<file path="src/rtl/uart_tx_arbiter.sv">
// Two-source round-robin byte arbiter feeding a small FIFO that is drained into a UART transmitter.
// Optional burst lock is compiled in when UART_TX_ARB_LOCK_EN is defined.
module uart_tx_arbiter #(
    parameter int FIFO_DEPTH = 4,
    parameter int LW         = $clog2(FIFO_DEPTH) + 1
) (
    input  logic          clk,
    input  logic          rst_n,
    input  logic          req0_valid,
    input  logic [7:0]    req0_data,
    input  logic          req0_last,
    output logic          req0_ready,
    input  logic          req1_valid,
    input  logic [7:0]    req1_data,
    input  logic          req1_last,
    output logic          req1_ready,
    input  logic          uart_tx_busy,
    output logic          uart_tx_en,
    output logic [7:0]    uart_tx_data,
    output logic [LW-1:0] fifo_level,
    output logic          last_grant
);
    localparam int AW = $clog2(FIFO_DEPTH);
    localparam logic [LW-1:0] DEPTH_L = LW'(FIFO_DEPTH);
    localparam logic [LW-1:0] LVL_ONE = LW'(1'b1);
    localparam logic [AW-1:0] PTR_ONE = AW'(1'b1);

    typedef enum logic [1:0] {
        IDLE      = 2'd0,
        WAIT_BUSY = 2'd1,
        WAIT_DONE = 2'd2
    } state_t;

    state_t        state_r, state_nxt_s;
    logic [7:0]    mem_r [FIFO_DEPTH];
    logic [AW-1:0] wr_ptr_r, rd_ptr_r;
    logic [LW-1:0] level_r, level_nxt_s;
    logic          full_r, prio_r, grant_r;
    logic          wait_cnt_r, wait_cnt_nxt_s;
    logic          en_r;
    logic [7:0]    data_r;
    logic          ready0_s, ready1_s, push_s, pop_s, launch_s;
    logic          grant_idx_s, push_last_s;
    logic [7:0]    push_data_s;

`ifdef UART_TX_ARB_LOCK_EN
    logic          lock_r, lock_owner_r;
`else
    logic          unused_last_s;
    assign unused_last_s = req0_last ^ req1_last;
`endif

    // Ready generation: full blocks both, lock pins the owner, ties go to the non-priority requester.
    always_comb begin
        ready0_s = 1'b0;
        ready1_s = 1'b0;
        if (full_r) begin
            ready0_s = 1'b0;
            ready1_s = 1'b0;
        end
`ifdef UART_TX_ARB_LOCK_EN
        else if (lock_r) begin
            ready0_s = req0_valid & ~lock_owner_r;
            ready1_s = req1_valid &  lock_owner_r;
        end
`endif
        else if (req0_valid && req1_valid) begin
            ready0_s = prio_r;
            ready1_s = ~prio_r;
        end else begin
            ready0_s = req0_valid;
            ready1_s = req1_valid;
        end
    end

    assign req0_ready  = ready0_s;
    assign req1_ready  = ready1_s;
    assign push_s      = ready0_s | ready1_s;
    assign grant_idx_s = ready1_s;
    assign push_data_s = ready1_s ? req1_data : req0_data;
    assign push_last_s = ready1_s ? req1_last : req0_last;
    assign pop_s       = launch_s;

    // Issue FSM next-state: launch from IDLE, wait up to two cycles for busy, then wait for completion.
    always_comb begin
        state_nxt_s    = state_r;
        wait_cnt_nxt_s = 1'b0;
        launch_s       = 1'b0;
        case (state_r)
            IDLE: begin
                if ((level_r != {LW{1'b0}}) && !uart_tx_busy) begin
                    state_nxt_s = WAIT_BUSY;
                    launch_s    = 1'b1;
                end else begin
                    state_nxt_s = IDLE;
                end
            end
            WAIT_BUSY: begin
                if (uart_tx_busy) begin
                    state_nxt_s = WAIT_DONE;
                end else if (wait_cnt_r) begin
                    state_nxt_s = IDLE;
                end else begin
                    state_nxt_s    = WAIT_BUSY;
                    wait_cnt_nxt_s = 1'b1;
                end
            end
            WAIT_DONE: begin
                if (!uart_tx_busy) begin
                    state_nxt_s = IDLE;
                end else begin
                    state_nxt_s = WAIT_DONE;
                end
            end
            default: begin
                state_nxt_s = IDLE;
            end
        endcase
    end

    // Occupancy next value; a simultaneous push and pop leaves it unchanged.
    always_comb begin
        level_nxt_s = level_r;
        if (push_s && !pop_s) begin
            level_nxt_s = level_r + LVL_ONE;
        end else if (pop_s && !push_s) begin
            level_nxt_s = level_r - LVL_ONE;
        end else begin
            level_nxt_s = level_r;
        end
    end

    // FSM state and busy-timeout register.
    always_ff @(posedge clk or negedge rst_n) begin
        if (!rst_n) begin
            state_r    <= IDLE;
            wait_cnt_r <= 1'b0;
        end else begin
            state_r    <= state_nxt_s;
            wait_cnt_r <= wait_cnt_nxt_s;
        end
    end

    // FIFO pointers, level and registered full flag.
    always_ff @(posedge clk or negedge rst_n) begin
        if (!rst_n) begin
            wr_ptr_r <= {AW{1'b0}};
            rd_ptr_r <= {AW{1'b0}};
            level_r  <= {LW{1'b0}};
            full_r   <= 1'b0;
        end else begin
            if (push_s) wr_ptr_r <= wr_ptr_r + PTR_ONE;
            if (pop_s)  rd_ptr_r <= rd_ptr_r + PTR_ONE;
            level_r <= level_nxt_s;
            full_r  <= (level_nxt_s == DEPTH_L);
        end
    end

    // FIFO storage; contents need no reset since the level gates every read.
    always_ff @(posedge clk) begin
        if (push_s) mem_r[wr_ptr_r] <= push_data_s;
    end

    // Grant history: priority pointer starts at 1 so requester 0 wins the first tie.
    always_ff @(posedge clk or negedge rst_n) begin
        if (!rst_n) begin
            prio_r  <= 1'b1;
            grant_r <= 1'b0;
        end else if (push_s) begin
            prio_r  <= grant_idx_s;
            grant_r <= grant_idx_s;
        end
    end

`ifdef UART_TX_ARB_LOCK_EN
    // Burst lock: a non-last byte locks to its requester, a last byte from the owner releases it.
    always_ff @(posedge clk or negedge rst_n) begin
        if (!rst_n) begin
            lock_r       <= 1'b0;
            lock_owner_r <= 1'b0;
        end else if (push_s) begin
            lock_r       <= ~push_last_s;
            lock_owner_r <= grant_idx_s;
        end
    end
`endif

    // Launch pulse and head byte toward the transmitter.
    always_ff @(posedge clk or negedge rst_n) begin
        if (!rst_n) begin
            en_r   <= 1'b0;
            data_r <= 8'h00;
        end else begin
            en_r <= launch_s;
            if (launch_s) data_r <= mem_r[rd_ptr_r];
        end
    end

    assign uart_tx_en   = en_r;
    assign uart_tx_data = data_r;
    assign fifo_level   = level_r;
    assign last_grant   = grant_r;
endmodule

</file>
<file path="config.mk">
export PLATFORM = sky130hd
export DESIGN_NAME = uart_tx_arbiter
export DESIGN_NICKNAME = d
export VERILOG_FILES = /design/src/rtl/uart_tx_arbiter.sv
export SDC_FILE = /design/constraint.sdc
export NUM_CORES = 1
export LEC_CHECK = 0
export CAP_MARGIN = 10
export CORE_AREA = 2 2 70 72
export DETAILED_ROUTE_END_ITERATION = 6
export DIE_AREA = 0 0 72 74
export GPL_TIMING_DRIVEN = 0
export PLACE_DENSITY = 0.83
export RECOVER_POWER = 50
export SYNTH_ARGS = -nofsm -noshare
export SYNTH_HDL_FRONTEND = slang
export SYNTH_SLANG_ARGS = --single-unit
</file>
<file path="constraint.sdc">
create_clock -name clk -period 2.4 [get_ports clk]
set_input_delay 0.48 -clock clk [delete_from_list [all_inputs] [get_ports clk]]
set_output_delay 0.48 -clock clk [all_outputs]
set_load 0.05 [all_outputs]
</file>
# == Word-level counts from Yosys, hierarchy flattened ==
# Memory sizes are Yosys's and may differ from the RTL's. A register that Yosys moved wholly into a read port is not among the register bits.
# Cells that the tools add are included.
# totals
input_bits,23
memories,1
register_bits,14
out_inout_bits,15
wordCells,48
ramBits,32
# memory_table
name,words,width,read_ports,rd_clocked_by_memory_dff,write_ports,line_no,rtl
mem_r,4,8,1,1,1,35,logic [7:0] mem_r [FIFO_DEPTH];
# classes
addsub,4
muxes,19
n_reduce_logical,10
bitwise_logic,2
eq_ne,3
# op_table
cell,count
1-bit two-way mux,13
8-bit two-way mux,1
3-bit two-way mux,2
2-bit case mux with 3 select lines,1
"2-bit by 1-bit adder with 2-bit output, second input constant",2
1-bit logical AND,4
1-bit logical NOT,4
2-bit two-way mux,2
"3-bit by 1-bit adder with 3-bit output, second input constant",1
"3-bit == test, second input constant",1
3-bit nonzero test,1
"3-bit by 1-bit subtractor with 3-bit output, second input constant",1
"2-bit by 1-bit == test with 1-bit output, second input constant",1
"2-bit == test, second input constant",1
2-bit logical NOT,1
1-bit inverter,1
1-bit bitwise OR,1

# == Logic depth before layout (Yosys ltp) ==
# Gate-level depths: netlist (run 1).
# depth
ltp_word,9
depth_mapped,8
ltp_nobuf,8

# == Worst setup path before layout (run 1) ==
# Ideal clock, no wire load.
# synth_timing
kind,register to register
from,"register level_r[1], in the netlist fifo_level[1]"
to,register full_r
t_arrival_ns,2.234
synth_period_minus_slack_ns,2.330
stages_incl_launch_ff,9
path_slack_ns,0.070
path_cell_list,dfrtp_1 inv_1 ha_1 ha_1 or4_4 clkinv_4 xnor2_1 xnor2_1 nor4_2
# synth_via
elab_chain_cells,8
# synth_rtl
item,line_no,rtl
"start, declared",37,"logic [LW-1:0] level_r, level_nxt_s;"
"start signal, assigned",149,level_r <= {LW{1'b0}};
"start signal, assigned",154,level_r <= level_nxt_s;
3-bit nonzero test (*),91,if ((level_r != {LW{1'b0}}) && !uart_tx_busy) begin
1-bit logical AND (*),91,
1-bit two-way mux (*),91,
1-bit two-way mux (*),89,case (state_r)
1-bit logical AND or 1-bit logical NOT (tied branches),"126, 124",
3-bit two-way mux or 1-bit logical AND (tied branches),"126, 124",
3-bit two-way mux (*),124,if (push_s && !pop_s) begin
via level_nxt_s[0],37,
3-bit == test (*),155,full_r <= (level_nxt_s == DEPTH_L);
"end signal, assigned",155,
"end, declared",38,"logic full_r, prio_r, grant_r;"
# The timed path passes the listed nets; every way through them passes the cells marked *.
# A chain may end at the register's enable or synchronous reset.

# == Worst setup path after layout (run 1) ==
# layout_timing
from,input port req1_valid
to,output port req1_ready
# layout_via
elab_chain_cells,3
# layout_rtl
item,line_no,rtl
"start, declared",13,"input logic req1_valid,"
1-bit logical AND,67,else if (req0_valid && req1_valid) begin
1-bit two-way mux (*),67,
1-bit two-way mux (*),57,if (full_r) begin
"end, declared",16,"output logic req1_ready,"
# Every way passes the cells marked *; elsewhere a longest branch is shown, timed or not.

==> impl_results.md, run 1 <==
- Outcome: complete, no violations
- Chip Height: 74 um
- Core area: 0.00460 mm2
- Port bufs: 35
- Clk pwr share: 0.139
- DP Wirelength: 2.47 mm
- Most frequent cell after synthesis: edfxtp_1
- Commonest cells post-synth: edfxtp_1, nand2_1, dfrtp_1
- Cell internal pwr: 2.24 mW
- Worst Tran Pin Value: 0.984 ns
- Worst-path clk slew: 0.09 ns
- GRT Max-Usage Layer: met2
- Clock Path Buffers: 2
- Die area: 0.00533 mm2
- Top post-synthesis cells by area: edfxtp_1, dfrtp_1, mux4_2
- CP delay by family, top: buffers and inverters
- Worst min path class: register to register
- Synth top area share: 0.422
- Total Power: 3.64 mW
- First-pass GRT wire length: 6.01 mm
- Initial antenna violation count: 0
- FF+latch count, synth: 54
- Worst Path Buf+Inv: 4
- Worst skew pair latency: 0.30 ns
- Crit end category: primary output
- Vias in the first global route: 1279
- TritonCTS clock tree: yes
- Proportion of layout cells with a drive suffix above 1: 0.139
- Cell taking the most area after synthesis: edfxtp_1
- Worst Path Arrival: 1.78 ns
- Avg Inst Size Synth: 15.1 um2
- CP Launch Type: input pin
- RR Endpoint: full_r
- Crit path capture: req1_ready
- Grt ovf: 0
- Met3 GRT Util: 0.0244
- Fin crit period: 2.26 ns
- Critical path depth: 5
- R2r setup slk: 0.28 ns
- Critical-path top delay cell: clkdlybuf4s50_1
- Post-route ant nets: 0
- Crit Path Class: input pin to primary output
- Register area share after synthesis: 0.664
- # diodes: 0
- Met2 Use GR: 0.259
- Ys async rst share: 0.407
- Post-CTS Hold Buffers: 0
- Pre-antenna DRT Iters: 4
- Final TNS setup: 0 ns
- Starting density of the core: 0.495
- Worst hold slack: 0.415 ns
- Drt wl/cell: 14.2 um
- Relative max-transition margin: 0.342
- Primary FF master, synth: edfxtp_1
- Placed Area: 0.00270 mm2
- Sequential Power Share: 0.411
- Synth-to-layout area growth: 22.5%
- Rows: 25
- Final max-slew violation count: 0
- FF-to-FF path depth: 8
- Post-synth cell types: 29
- Post-Syn Area: 0.00228 mm2
- Via density: 5.04
- Post-Route Skew: 0.00571 ns
- Pwr per Cell Area: 1300 mW/mm2
- FF-to-FF Start: fifo_level[0]
- Syn. warnings: 0
- Worst EP required: 1.92 ns
- H-tree levels: 2
- WL final: 3.53 mm
- Crit path launch: req1_valid
- Placed insts: 240
- Root buffer cell: clkbuf_8
- GRT Overall Usage: 0.152
- Fill count: 352
- Design area: 0.00279 mm2
- Synth Instances: 151
- Drt drc: 0
- Hold wc startpoint: wait_cnt_r
- Clock Sinks: 54
- Final cycle utilization of the critical path: 0.941
- Die W: 72 um
- NetSw: 1.40 mW
- Critical path's largest stage delay: 0.49 ns
- Hold Vio Cnt, Final: 0
- Nets: 223
- Post-synth EDFFs: 32
- Maxcap violations: 0
- Max FO, Critical Path: 10
- Combinational cell fraction of total power: 0.450
- Pleak: 1.12 nW
- Vias: 1251
- Io pins: 38
- Drt initial violations: 33
- CTS buffer count: 5
- Post-route insts no fill: 248
- Sw Ratio: 0.384
- Endpoints failing setup: 0
- Max VDD drop: 0.657 mV
- Syn_nets: 181
- Top achievable clock speed: 443 MHz
- Final RePlAce weighted congestion: 0.753
- Unrepaired setup endpoints after global routing: no
- Pin count of the biggest net entering global routing: 23
- Worst-path cell chain: clkdlybuf4s50_1 -> inv_1 -> a211oi_2 -> buf_4 -> buf_2
- Met1 usage: 0.198
registers in the layout, indices dropped and copies added (netlist names), 2 cells and up:
register      cells
wr_ptr_r          2
uart_tx_data      8
fifo_level        3
mem_r            32
rd_ptr_r          2
state_r           2
power by group through the flow:
stage          combinational (mW)  sequential [mW]  clock [mW]
2_1_floorplan               0.866             1.85           0
3_3_place_gp                 1.63             1.51           0
3_5_place_dp                 1.67             1.52           0
4_1_cts                      1.67             1.50       0.520
5_1_grt                      1.79             1.54       0.555
6_report                     1.64             1.50       0.506
worst reg2reg max path: stages (launching register included):
cell and delay (ns):
dfrtp_1 0.42, inv_1 0.06, ha_1 0.19, ha_1 0.17, or4_4 0.55, clkinv_4 0.09
xnor2_1 0.13, xnor2_1 0.11, nor4_2 0.29
layout by cell type (no fill, tap or decap), drive strengths merged:
cell type	count
or4	1
xor2	1
ha	7
nand2	28
o22ai	1
nor4b	1
or2	1
a21o	3
a21oi	3
nor2	1
dlygate4sd2	1
dlygate4sd3	3
o21ba	1
clkinvlp	1
xnor2	5
dfstp	1
clkdlybuf4s50	30
o211a	1
o21bai	1
a211oi	1
nand3	1
clkinv	2
edfxtp	32
inv	8
dfrtp	21
o21ai	2
mux4	8
clkbuf	10
maj3	1
and2	5
mux2	8
nor4	1
buf	3
worst min path at each step:
stage	depth (start not counted)	endpoint
floorplan	0	fifo_level[0]
global placement	1	wait_cnt_r
detailed placement	1	wait_cnt_r
CTS	1	wait_cnt_r
global route	1	wait_cnt_r
finish	1	wait_cnt_r
metal layers:
metal / up-vias / wire length [um]
li1: 615 / -
met1: 609 / 1550
met2: 25 / 1820
met3: 2 / 123
met4: 0 / 34
met5: - / 0
metrics by stage:
stage                      util  setup slack (ns)
after floorplan               -            0.0702
after global placement    0.586            -0.523
after detailed placement  0.586            -0.580
after CTS                 0.606            0.0418
after global routing      0.607            0.0416
final                     0.607             0.142
cell type report:
cell class,count,area (um2),area share
Timing Repair Buffer,35,344,0.123
Sequential cell,54,1510,0.542
Inverter,9,38.8,0.0139
Clock buffer,6,82.6,0.0296
Buffer,6,27.5,0.00987
Clock inverter,2,12.5,0.00448
Multi-Input combinational cell,82,704,0.252
Tap cell,54,67.6,0.0242
repair_timing:
| action | 4_1_cts | 5_1_grt |
|---|---|---|
| endpoints found under the setup margin | 2 | 1 |
| gates resized for setup | 7 | 1 |
| setup buffers | 0 | 0 |
cells by family (layout without fill, tap and decap cells):
| kind of cell | count (synthesis) | in the layout | synth area share |
|---|---|---|---|
| compound gates | 13 | 13 | 0.0418 |
| xor+xnor | 6 | 6 | 0.0231 |
| fa+ha+maj | 8 | 8 | 0.0429 |
| buf+inv | 15 | 58 | 0.0286 |
| flops | 54 | 54 | 0.664 |
| mux | 16 | 16 | 0.119 |
| simple gates | 39 | 39 | 0.0808 |
Note: power is estimated with default switching activity, not from simulation.
==> run 2, diff against run 1 <==
--- a/config.mk
+++ b/config.mk
@@ -14,2 +14,3 @@
 export RECOVER_POWER = 50
+export SLEW_MARGIN = 5
 export SYNTH_ARGS = -nofsm -noshare
--- a/constraint.sdc
+++ b/constraint.sdc
@@ -3,2 +3,2 @@
 set_output_delay 0.48 -clock clk [all_outputs]
-set_load 0.05 [all_outputs]
+set_load 0.01 [all_outputs]
==> run 2 against run 1 <==
  * Maximum frequency shrank 0.19%
  * Total power shrank 10%
  * Cell count grew 0.40%
  * Design area grew 0.31%
  * First-iteration DRC count grew 6.1%
  * Clock power is essentially flat
  * Die area is the same
  * Highest routed layer unchanged
  * Non-clock buffer count grew 1
  * Flip-flop and latch count is the same
  * Register-to-register slack is essentially flat
==> impl_results.md, run 2 (synthesis results as in run 1) <==
- Pwr per Cell Area: 1170 mW/mm2 (was 1300 mW/mm2)
- Drt initial violations: 35 (was 33)
- WL final: 3.51 mm (was 3.53 mm)
- Max VDD drop: 0.654 mV (was 0.657 mV)
- H-tree levels: 2 (unchanged)
- Sequential Power Share: 0.456 (was 0.411)
- Endpoints failing setup: 0 (unchanged)
- Clock Sinks: 54 (unchanged)
- Port bufs: 35 (unchanged)
- Cell internal pwr: 2.22 mW (was 2.24 mW)
- Worst Path Buf+Inv: 2 (was 4)
- Vias in the first global route: 1276 (was 1279)
- TritonCTS clock tree: yes (unchanged)
- Worst min path class: register to register (unchanged)
- # diodes: 0 (unchanged)
- Worst Tran Pin Value: 0.995 ns (was 0.984 ns)
- CTS buffer count: 5 (unchanged)
- Final cycle utilization of the critical path: 0.943 (was 0.941)
- Crit Path Class: input pin to primary output (unchanged)
- Worst hold slack: 0.415 ns (about the same)
- Io pins: 38 (unchanged)
- Outcome: complete, no violations (unchanged)
- Post-place setup slack: -0.313 ns (was -0.580 ns)
- Root buffer cell: clkbuf_8 (unchanged)
- FF-to-FF Start: fifo_level[0] (unchanged)
- CP delay by family, top: buffers and inverters (unchanged)
- NetSw: 1.05 mW (was 1.40 mW)
- Nets: 224 (was 223)
- Relative max-transition margin: 0.334 (was 0.342)
- Combinational cell fraction of total power: 0.388 (was 0.450)
- Die W: 72 um (unchanged)
- Worst Path Arrival: 1.78 ns (about the same)
- Rows: 25 (unchanged)
- Critical path's largest stage delay: 0.61 ns (was 0.49 ns)
- Core area: 0.00460 mm2 (unchanged)
- Worst skew pair latency: 0.30 ns (about the same)
- Max FO, Critical Path: 4 (was 10)
- Final max-slew violation count: 0 (unchanged)
- Top achievable clock speed: 442 MHz (was 443 MHz)
- Starting density of the core: 0.495 (unchanged)
- Synth-to-layout area growth: 22.9% (was 22.5%)
- Post-Route Skew: 0.00532 ns (was 0.00571 ns)
- Hold Vio Cnt, Final: 0 (unchanged)
- Crit end category: primary output (unchanged)
- Crit path launch: req0_valid (was req1_valid)
- Fill count: 351 (was 352)
- Final core occ: 0.609 (was 0.607)
- CP Launch Type: input pin (unchanged)
- Largest Register: mem_r (unchanged)
- Hold wc startpoint: wait_cnt_r (unchanged)
- First-pass GRT wire length: 6.03 mm (was 6.01 mm)
- Pre-antenna DRT Iters: 4 (unchanged)
- Fin crit period: 2.26 ns (about the same)
- Die area: 0.00533 mm2 (unchanged)
- Clock Path Buffers: 2 (unchanged)
- PnR worst setup slack: 0.138 ns (was 0.142 ns)
- Via density: 5.04 (about the same)
- Final TNS setup: 0 ns (unchanged)
- Pin count of the biggest net entering global routing: 23 (unchanged)
- Grt ovf: 0 (unchanged)
- Sw Ratio: 0.322 (was 0.384)
- Worst-path clk slew: 0.09 ns (about the same)
- Unrepaired setup endpoints after global routing: no (unchanged)
- Worst EP required: 1.92 ns (about the same)
- Proportion of layout cells with a drive suffix above 1: 0.154 (was 0.139)
- Drt drc: 0 (unchanged)
- DP Wirelength: 2.47 mm (unchanged)
- Chip Height: 74 um (unchanged)
- Maxcap violations: 0 (unchanged)
- Drt wl/cell: 14.1 um (was 14.2 um)
- Worst-path cell chain: dlygate4sd3_1 -> o211a_1 -> clkdlybuf4s50_1 (was clkdlybuf4s50_1 -> inv_1 -> a211oi_2 -> buf_4 -> buf_2)
- Critical-path top delay cell: dlygate4sd3_1 (was clkdlybuf4s50_1)
- Post-CTS Hold Buffers: 0 (unchanged)
- Pleak: 1.13 nW (was 1.12 nW)
- Clk pwr share: 0.155 (was 0.139)
- Max reg flops: 32 (unchanged)
- Total Power: 3.27 mW (was 3.64 mW)
- Commonest non-fill, non-tap cell in the layout: edfxtp_1 (unchanged)
- Most frequent cells in the layout: edfxtp_1, nand2_1, dfrtp_1 (was edfxtp_1, clkdlybuf4s50_1, nand2_1)
- Initial antenna violation count: 0 (unchanged)
- Vias: 1256 (was 1251)
- Post-route ant nets: 0 (unchanged)
- Final RePlAce weighted congestion: 0.753 (unchanged)
- GRT Overall Usage: 0.152 (unchanged)
run 2: through the flow:
stage          instance area (um2)  instances
4_1_cts                       2800        249
2_1_floorplan                 2280        151
5_1_grt                       2800        249
6_report                      2800        249
3_5_place_dp                  2700        240
3_3_place_gp                  2700        240
run 2: power groups by stage:
stage | clock network [mW] | logic, mW | registers, mW
2_1_floorplan | 0 | 0.840 | 1.54
3_3_place_gp | 0 | 1.29 | 1.51
3_5_place_dp | 0 | 1.33 | 1.52
4_1_cts | 0.520 | 1.34 | 1.50
5_1_grt | 0.555 | 1.43 | 1.54
6_report | 0.508 | 1.27 | 1.49
run 2: worst register-to-register path, delay by kind of cell (launching register included):
family	cells	cell delay [ns]
buf+inv	2	0.15
xor+xnor	2	0.24
fa+ha+maj	2	0.36
flops	1	0.41
simple gates	2	0.84
run 2: final cells by class:
| cell class | instances | area (um2) | share of cell area |
|---|---|---|---|
| Clock buffer | 6 | 82.6 | 0.0295 |
| Multi-Input combinational cell | 82 | 704 | 0.252 |
| Tap cell | 54 | 67.6 | 0.0241 |
| Timing Repair Buffer | 36 | 357 | 0.127 |
| Clock inverter | 2 | 12.5 | 0.00447 |
| Inverter | 9 | 38.8 | 0.0139 |
| Buffer | 6 | 23.8 | 0.00849 |
| Sequential cell | 54 | 1510 | 0.540 |
run 2: path summary, 6_finish.rpt:
check / end / slack, ns / cells after the start
worst max-delay path: req0_ready / 0.14 / 3
worst min-delay path: wait_cnt_r / 0.41 / 1
worst max register to register: full_r / 0.29 / 8
worst min register to register: wait_cnt_r / 0.41 / 1
max in group asynchronous: uart_tx_data[3] / 1.01 / 1
min in group asynchronous: full_r / 0.79 / 1
run 2: repair_timing:
action	CTS	global route
resized for setup	3	0
buffers inserted	1	0
endpoints found under the setup margin	1	0
run 2: layer usage:
layer	up-vias	GRT usage	share of wire
met2	24	0.253	0.51
met5	-	0	0
met1	611	0.204	0.44
met3	5	0.0244	0.029
met4	0	0.0629	0.015
li1	616	-	-
